--- config.mk ---
export PLATFORM = sky130hd
export DESIGN_NAME = mem_bus_arbiter
export DESIGN_NICKNAME = d
export VERILOG_FILES = /design/src/rtl/mem_bus_pkg.sv /design/src/rtl/mem_bus_arbiter_uart_port.sv /design/src/rtl/mem_bus_arbiter.sv
export SDC_FILE = /design/constraint.sdc
export NUM_CORES = 1
export LEC_CHECK = 0
export BUFFER_PORTS_ARGS = -buffer_cell sky130_fd_sc_hd__buf_2
export CAP_MARGIN = 25
export CORE_ASPECT_RATIO = 0.5
export CORE_MARGIN = 2
export CORE_UTILIZATION = 40
export CTS_BUF_LIST = sky130_fd_sc_hd__clkbuf_8 sky130_fd_sc_hd__clkbuf_16
export DETAILED_ROUTE_END_ITERATION = 10
export GPL_ROUTABILITY_DRIVEN = 0
export PLACE_DENSITY = 0.67
export SETUP_SLACK_MARGIN = 0.15
export SYNTH_ARGS = -nofsm -noshare
export SYNTH_HDL_FRONTEND = slang
export SYNTH_SLANG_ARGS = --single-unit
--- constraint.sdc ---
create_clock -name clk -period 7.6 [get_ports clk]
set_input_delay 1.52 -clock clk [delete_from_list [all_inputs] [get_ports clk]]
set_output_delay 1.52 -clock clk [all_outputs]
set_load 0.02 [all_outputs]
--- src/rtl/mem_bus_pkg.sv ---
// Shared constants for the memory bus arbiter: FSM state encoding, default
// address map and the UART status word layout.
package mem_bus_pkg;

    localparam logic [2:0] ST_IDLE      = 3'd0;
    localparam logic [2:0] ST_SRAM_ACC  = 3'd1;
    localparam logic [2:0] ST_UART_RD   = 3'd2;
    localparam logic [2:0] ST_UART_WR   = 3'd3;
    localparam logic [2:0] ST_UART_WAIT = 3'd4;
    localparam logic [2:0] ST_DONE      = 3'd5;

    localparam logic [15:0] DEF_RAM1_BASE = 16'h8000;
    localparam logic [15:0] DEF_UART_DATA = 16'hBF00;
    localparam logic [15:0] DEF_UART_STAT = 16'hBF01;

    function automatic logic [15:0] uart_status(input logic data_ready,
                                                input logic tbre,
                                                input logic tsre);
        return {14'b0, data_ready, tbre & tsre};
    endfunction

endpackage

--- src/rtl/mem_bus_arbiter_uart_port.sv ---
// UART strobe sequencing for the bus arbiter: rdn/wrn pulse timing, the
// tbre/tsre completion wait and, with BUS_TIMEOUT_EN, the wait watchdog.
module uart_port
    import mem_bus_pkg::*;
#(
    parameter int UART_PULSE  = 2,
    parameter int TIMEOUT_CYC = 1023
) (
    input  logic       clk,
    input  logic       rst,
    input  logic [2:0] state,
    input  logic       launch_rd,
    input  logic       launch_wr,
    input  logic       tbre,
    input  logic       tsre,
    output logic       rdn,
    output logic       wrn,
    output logic       pulse_done,
`ifdef BUS_TIMEOUT_EN
    output logic       timeout,
`endif
    output logic       wait_ok
);

    localparam int PW = (UART_PULSE > 1) ? $clog2(UART_PULSE) : 1;

    logic [PW-1:0] pcnt;
    logic          tbre_seen;
    logic          tsre_seen;
    logic          in_pulse;

    assign in_pulse   = (state == ST_UART_RD) || (state == ST_UART_WR);
    assign pulse_done = in_pulse && (pcnt == '0);
    // Either flag may arrive first; each is remembered once seen.
    assign wait_ok    = (state == ST_UART_WAIT) && (tbre_seen || tbre) && (tsre_seen || tsre);

    always_ff @(posedge clk or posedge rst) begin
        if (rst) begin
            pcnt      <= '0;
            rdn       <= 1'b1;
            wrn       <= 1'b1;
            tbre_seen <= 1'b0;
            tsre_seen <= 1'b0;
        end else if (launch_rd || launch_wr) begin
            pcnt      <= PW'(UART_PULSE - 1);
            rdn       <= ~launch_rd;
            wrn       <= ~launch_wr;
            tbre_seen <= 1'b0;
            tsre_seen <= 1'b0;
        end else if (in_pulse) begin
            if (pulse_done) begin
                rdn <= 1'b1;
                wrn <= 1'b1;
            end else begin
                pcnt <= pcnt - PW'(1);
            end
        end else if (state == ST_UART_WAIT) begin
            tbre_seen <= tbre_seen | tbre;
            tsre_seen <= tsre_seen | tsre;
        end
    end

`ifdef BUS_TIMEOUT_EN
    localparam int TW = $clog2(TIMEOUT_CYC + 1);

    logic [TW-1:0] tcnt;

    always_ff @(posedge clk or posedge rst) begin
        if (rst) begin
            tcnt <= '0;
        end else if (state == ST_UART_WR) begin
            tcnt <= TW'(TIMEOUT_CYC - 1);
        end else if ((state == ST_UART_WAIT) && (tcnt != '0)) begin
            tcnt <= tcnt - TW'(1);
        end
    end

    assign timeout = (state == ST_UART_WAIT) && (tcnt == '0) && !wait_ok;
`else
    logic unused_timeout_cfg;
    assign unused_timeout_cfg = (TIMEOUT_CYC > 0);
`endif

endmodule

--- src/rtl/mem_bus_arbiter.sv ---
// Arbitrates IF fetches and MEM-stage loads/stores onto RAM1, RAM2 and the
// UART, one transaction at a time. BUS_TIMEOUT_EN adds a UART wait watchdog.
//
//  state        | meaning
//  IDLE         | no transaction; D request beats IF
//  SRAM_ACC     | SRAM en/oe or en/we low for SRAM_WAIT cycles
//  UART_RD      | rdn low for UART_PULSE cycles
//  UART_WR      | wrn low, ram1 bus driven, for UART_PULSE cycles
//  UART_WAIT    | waiting for tbre and tsre (or watchdog)
//  DONE         | ack pulse to served port, strobes released
module mem_bus_arbiter
    import mem_bus_pkg::*;
#(
    parameter logic [15:0] RAM1_BASE   = DEF_RAM1_BASE,
    parameter logic [15:0] UART_DATA   = DEF_UART_DATA,
    parameter logic [15:0] UART_STAT   = DEF_UART_STAT,
    parameter int          SRAM_WAIT   = 1,
    parameter int          UART_PULSE  = 2,
    parameter int          TIMEOUT_CYC = 1023
) (
    input  logic        clk,
    input  logic        rst,
    input  logic        if_req,
    input  logic [15:0] if_addr,
    output logic [15:0] if_rdata,
    output logic        if_ack,
    input  logic        d_rd,
    input  logic        d_wr,
    input  logic [15:0] d_addr,
    input  logic [15:0] d_wdata,
    output logic [15:0] d_rdata,
    output logic        d_ack,
    output logic        d_err,
    output logic        if_stall,
    output logic        d_stall,
    output logic [17:0] ram1_addr,
    output logic [15:0] ram1_dout,
    output logic        ram1_doe,
    input  logic [15:0] ram1_din,
    output logic        ram1_en,
    output logic        ram1_oe,
    output logic        ram1_we,
    output logic [17:0] ram2_addr,
    output logic [15:0] ram2_dout,
    output logic        ram2_doe,
    input  logic [15:0] ram2_din,
    output logic        ram2_en,
    output logic        ram2_oe,
    output logic        ram2_we,
    input  logic        data_ready,
    input  logic        tbre,
    input  logic        tsre,
    output logic        rdn,
    output logic        wrn
);

    localparam int SW = (SRAM_WAIT > 1) ? $clog2(SRAM_WAIT) : 1;

    logic [2:0]    state;
    logic          serve_d;
    logic          tgt_ram1;
    logic [SW-1:0] scnt;
    logic          d_req;
    logic          launch_rd;
    logic          launch_wr;
    logic          pulse_done;
    logic          wait_ok;
    logic [15:0]   din_sel;
    logic          sel_oe;
`ifdef BUS_TIMEOUT_EN
    logic          timeout;
`endif

    assign d_req    = d_rd | d_wr;
    assign if_stall = if_req & ~if_ack;
    assign d_stall  = d_req & ~d_ack;

    // d_wr wins when both d_rd and d_wr are raised.
    assign launch_wr = (state == ST_IDLE) && d_wr && (d_addr == UART_DATA);
    assign launch_rd = (state == ST_IDLE) && d_rd && !d_wr && (d_addr == UART_DATA);

    assign din_sel = tgt_ram1 ? ram1_din : ram2_din;
    assign sel_oe  = tgt_ram1 ? ram1_oe  : ram2_oe;

    uart_port #(
        .UART_PULSE  (UART_PULSE),
        .TIMEOUT_CYC (TIMEOUT_CYC)
    ) u_uart (
        .clk        (clk),
        .rst        (rst),
        .state      (state),
        .launch_rd  (launch_rd),
        .launch_wr  (launch_wr),
        .tbre       (tbre),
        .tsre       (tsre),
        .rdn        (rdn),
        .wrn        (wrn),
        .pulse_done (pulse_done),
`ifdef BUS_TIMEOUT_EN
        .timeout    (timeout),
`endif
        .wait_ok    (wait_ok)
    );

    always_ff @(posedge clk or posedge rst) begin
        if (rst) begin
            state     <= ST_IDLE;
            serve_d   <= 1'b0;
            tgt_ram1  <= 1'b0;
            scnt      <= '0;
            if_ack    <= 1'b0;
            d_ack     <= 1'b0;
            if_rdata  <= '0;
            d_rdata   <= '0;
            ram1_addr <= '0;
            ram1_dout <= '0;
            ram1_doe  <= 1'b0;
            ram1_en   <= 1'b1;
            ram1_oe   <= 1'b1;
            ram1_we   <= 1'b1;
            ram2_addr <= '0;
            ram2_dout <= '0;
            ram2_doe  <= 1'b0;
            ram2_en   <= 1'b1;
            ram2_oe   <= 1'b1;
            ram2_we   <= 1'b1;
        end else begin
            case (state)
                ST_IDLE: begin
                    if (d_req) begin
                        serve_d <= 1'b1;
                        if (d_addr == UART_STAT) begin
                            // Status is a register read with no bus activity; writes are dropped.
                            if (!d_wr) d_rdata <= uart_status(data_ready, tbre, tsre);
                            d_ack <= 1'b1;
                            state <= ST_DONE;
                        end else if (d_addr == UART_DATA) begin
                            if (d_wr) begin
                                ram1_dout <= d_wdata;
                                ram1_doe  <= 1'b1;
                                state     <= ST_UART_WR;
                            end else begin
                                state     <= ST_UART_RD;
                            end
                        end else if (d_addr >= RAM1_BASE) begin
                            tgt_ram1  <= 1'b1;
                            scnt      <= SW'(SRAM_WAIT - 1);
                            ram1_addr <= {2'b00, d_addr};
                            ram1_dout <= d_wdata;
                            ram1_doe  <= d_wr;
                            ram1_en   <= 1'b0;
                            ram1_oe   <= d_wr;
                            ram1_we   <= ~d_wr;
                            state     <= ST_SRAM_ACC;
                        end else begin
                            tgt_ram1  <= 1'b0;
                            scnt      <= SW'(SRAM_WAIT - 1);
                            ram2_addr <= {2'b00, d_addr};
                            ram2_dout <= d_wdata;
                            ram2_doe  <= d_wr;
                            ram2_en   <= 1'b0;
                            ram2_oe   <= d_wr;
                            ram2_we   <= ~d_wr;
                            state     <= ST_SRAM_ACC;
                        end
                    end else if (if_req) begin
                        serve_d   <= 1'b0;
                        tgt_ram1  <= 1'b0;
                        scnt      <= SW'(SRAM_WAIT - 1);
                        ram2_addr <= {2'b00, if_addr};
                        ram2_doe  <= 1'b0;
                        ram2_en   <= 1'b0;
                        ram2_oe   <= 1'b0;
                        ram2_we   <= 1'b1;
                        state     <= ST_SRAM_ACC;
                    end
                end

                ST_SRAM_ACC: begin
                    if (scnt == '0) begin
                        if (serve_d) begin
                            if (!sel_oe) d_rdata <= din_sel;
                            d_ack <= 1'b1;
                        end else begin
                            if_rdata <= din_sel;
                            if_ack   <= 1'b1;
                        end
                        ram1_oe <= 1'b1;
                        ram1_we <= 1'b1;
                        ram2_oe <= 1'b1;
                        ram2_we <= 1'b1;
                        state   <= ST_DONE;
                    end else begin
                        scnt <= scnt - SW'(1);
                    end
                end

                ST_UART_RD: begin
                    if (pulse_done) begin
                        d_rdata <= {8'h00, ram1_din[7:0]};
                        d_ack   <= 1'b1;
                        state   <= ST_DONE;
                    end
                end

                ST_UART_WR: begin
                    if (pulse_done) state <= ST_UART_WAIT;
                end

                ST_UART_WAIT: begin
                    if (wait_ok) begin
                        d_ack <= 1'b1;
                        state <= ST_DONE;
                    end
`ifdef BUS_TIMEOUT_EN
                    else if (timeout) begin
                        d_rdata <= 16'hFFFF;
                        d_ack   <= 1'b1;
                        state   <= ST_DONE;
                    end
`endif
                end

                ST_DONE: begin
                    ram1_en  <= 1'b1;
                    ram2_en  <= 1'b1;
                    ram1_doe <= 1'b0;
                    ram2_doe <= 1'b0;
                    if_ack   <= 1'b0;
                    d_ack    <= 1'b0;
                    state    <= ST_IDLE;
                end

                default: state <= ST_IDLE;
            endcase
        end
    end

`ifdef BUS_TIMEOUT_EN
    always_ff @(posedge clk or posedge rst) begin
        if (rst) begin
            d_err <= 1'b0;
        end else if ((state == ST_UART_WAIT) && timeout) begin
            d_err <= 1'b1;
        end else if (state == ST_DONE) begin
            d_err <= 1'b0;
        end
    end
`else
    assign d_err = 1'b0;
`endif

endmodule

==> results.ini <==
[clock_tree]
ctsResizeCount = 0
cts_root_buf = clkbuf_16
clkLatencyLatePin_ns = 0.40
cts_tree = built
clock_path_buffers = 2
htree_levels = 4
cts_buffers = 17
cts_setup_buffers = 0
clock_sinks = 116
clk_pin_slew_ns = 0.05
postCtsHoldBufs = 0

[global_route]
grt_overflow_total = 0
grt_pass1_wl_um = 22700
grt_max_degree = 68
gr-usage-all-layers = 0.201
grt_pass1_vias = 4403
antenna_found_initial = 0

[worst_hold_path]
worstHoldPathCells = 1
hold_class = flip-flop to flip-flop
holdCritStartpoint = ram1_dout[5]$_DFFE_PP0P_
worst_hold_path.endpoint = ram1_dout[5]$_DFFE_PP0P_

[final_layout]
finish.net_count = 754
fillers = 1182
antenna_cells = 0
multiInputGateArea_sq_mm = 0.00223
syn2layout_area_growth_pct = 31.7
post_route_cells_drive_above_1_share = 0.451
fin_area_sq_mm = 0.00709
regArea_sq_mm = 0.00291

[power]
net-switching-power_mw = 1.23
p_int_mw = 2.02
switching_share = 0.379
leakage_nw = 3.38
peakVddDrop_uv = 235
p_per_area_mw_per_mm2 = 458
finalPower_mw = 3.25
combPwrFrac = 0.403
p_seq_frac = 0.333
p_clk_frac = 0.265

[setup_path]
r2r_cells = 4
arrival_ns = 2.29
cp_slowest_cell = buf_4
worstPathRequired_ns = 6.08
end_kind = primary output
cpMostUsedCell = buf_2
r2r-end = ram1_addr[13]$_DFFE_PP0P_
crit_chain = buf_2 -> nor2_2 -> buf_4 -> nor2_1 -> buf_2
r2r-start = state[2]$_DFFE_PP0P_
r2r_setup_slack_ns = 4.53
crit_type = input port to primary output
crit_path_max_fanout = 21
cpPeakStageDelay_ns = 0.27
critical_path.startpoint_type = input port

[synth]
syn-cell-area_sq_mm = 0.00538
ys_seq_area_frac = 0.541
synthArstFlopShare = 1.00
syn-instance-count = 477
synth_top_area_share = 0.502
yosys-top-cells-area = dfrtp_1 50%, mux2_2 8.8%, nor2_1 4.1%
yosysWarnings = 0
synth-edff-count = 0
synth-seq-cells = 116
yosysTopAreaCell = dfrtp_1
avgSynthCellArea_sq_um = 11.3
ys_types = 59
synthFlopType = dfrtp_1

[timing]
whs_ns = 0.476
fin_crit_ns = 3.81
hold_violations = 0
fin_skew_ns = 0.00813
finalMaxSlewViolations = 0
max_freq_mhz = 263
worst_slew_pin_slew_ns = 0.974
relSlewSlack = 0.351
setup_viol = 0
rsz0062_at_grt = false
tns_ns = 0
min_period_over_period = 0.501

[floorplanning]
initial_core_util = 0.418
dieArea_sq_mm = 0.0145
fp.coreArea_sq_mm = 0.0129
ios = 203
die_h_um = 86.0
num_rows = 29
die_w_um = 168

[flow_run]
drv_cap = 0

[placed_design]
hpwlAfterDp_um = 9930
io_buffers = 197
placed_cell_area_sq_mm = 0.00645

[detailed_routing]
via_count = 4317
vias_per_cell = 5.09
firstDrtPassIters = 4
drt_iter0_drc = 254
routed_wl_um = 13900
routedWlPerCell_um = 16.4
antenna_left = 0
drc_errors = 0

[outcome]
status = completed

flip-flops by register name (all words and copies together) (netlist names), 3 cells and up:
register / flops
ram1_addr: 16
ram2_addr: 16
state: 3
ram1_dout: 16
ram2_dout: 16
if_rdata: 16
d_rdata: 16
worst max path at each step:
| stage | cells past startpoint | endpoint | from | slack, ns |
|---|---|---|---|---|
| 2_1_floorplan | 1 | d_ack$_DFFE_PP0P_ | rst | 3.02 |
| 3_3_place_gp | 5 | d_rdata[6]$_DFFE_PP0P_ | d_addr[4] | 3.66 |
| 3_5_place_dp | 5 | d_stall | d_rd | 3.79 |
| 4_1_cts | 5 | d_stall | d_rd | 3.79 |
| 5_1_grt | 5 | d_stall | d_rd | 3.71 |
| 6_report | 5 | d_stall | d_rd | 3.79 |
final cells by class:
class	count	share of cell area
clock buffers	18	0.0620
clock inverters	13	0.0270
inverters	13	0.00724
multi-input cells	314	0.315
flip-flops and latches	116	0.411
well taps	170	0.0300
repair buffers	204	0.148
cells by family (layout without fill, tap and decap cells):
| family | Yosys count | after routing | share of synthesized area |
|---|---|---|---|
| other | 1 | 5 | 0.000697 |
| buffers and inverters | 51 | 248 | 0.0488 |
| AO/OA/AOI/OAI | 92 | 92 | 0.115 |
| AND/OR/NAND/NOR | 135 | 135 | 0.120 |
| multiplexers | 82 | 82 | 0.175 |
| flip-flops | 116 | 116 | 0.541 |
worst max-delay path: cells and delay by family:
kind          cells  cell delay (ns)
buf+inv           3             0.58
simple gates      2             0.17
per-stage QoR:
stage | std cells | util | setup slack [ns]
4_1_cts | 848 | 0.550 | 3.79
6_report | 848 | 0.550 | 3.79
3_5_place_dp | 817 | 0.501 | 3.79
2_1_floorplan | 481 | - | 3.02
3_3_place_gp | 816 | 0.500 | 3.66
5_1_grt | 848 | 0.550 | 3.71
synth_stat cells (8+ instances only):
cell type    n
mux2_1      14
mux2_2      42
o21ai_0      9
buf_4        8
dfrtp_1    108
a21oi_1     28
inv_1       13
nor2_1      59
clkbuf_1    16
nand2_1     36
a31oi_1     19
dfstp_2      8
mux2_4      10
mux2i_1     16
cell usage in the layout (no fill, tap or decap), types with 2 or more instances in the layout:
| cell | instances |
|---|---|
| mux2i_1 | 16 |
| inv_1 | 15 |
| nor4_1 | 2 |
| mux2_2 | 42 |
| mux2_1 | 14 |
| dfrtp_1 | 108 |
| o21ai_0 | 9 |
| nand4_1 | 2 |
| nor2b_1 | 5 |
| bufinv_16 | 5 |
| nand2b_1 | 4 |
| o22ai_1 | 2 |
| o21a_1 | 4 |
| buf_4 | 6 |
| nor2_1 | 57 |
| clkinv_2 | 3 |
| a31oi_1 | 19 |
| a211oi_4 | 2 |
| a2bb2oi_1 | 6 |
| dfstp_2 | 8 |
| nor2_2 | 2 |
| nand3_1 | 4 |
| o211ai_1 | 4 |
| mux2_4 | 10 |
| clkbuf_16 | 17 |
| clkinvlp_4 | 2 |
| conb_1 | 5 |
| or2_2 | 4 |
| nand2_1 | 36 |
| a22oi_1 | 2 |
| a21oi_1 | 28 |
| and4b_1 | 2 |
| nor3_2 | 2 |
| a21o_1 | 3 |
| a22o_1 | 2 |
| nor3_1 | 3 |
| a32o_1 | 2 |
| buf_2 | 197 |
power by group through the flow:
stage          clock network, mW  logic [mW]  registers [mW]
6_report                   0.860        1.31            1.08
4_1_cts                    0.876        1.32            1.08
2_1_floorplan                  0       0.600            1.37
5_1_grt                    0.906        1.41            1.12
3_5_place_dp                   0        1.32            1.09
3_3_place_gp                   0        1.30            1.08
routing by layer:
layer	track usage	vias to the layer above	share of wire
met2	0.337	137	0.48
met5	0	-	0
li1	-	2052	-
met1	0.257	2113	0.45
met4	0.0585	0	0.013
met3	0.0581	15	0.060
(Power assumes the default switching activity.)
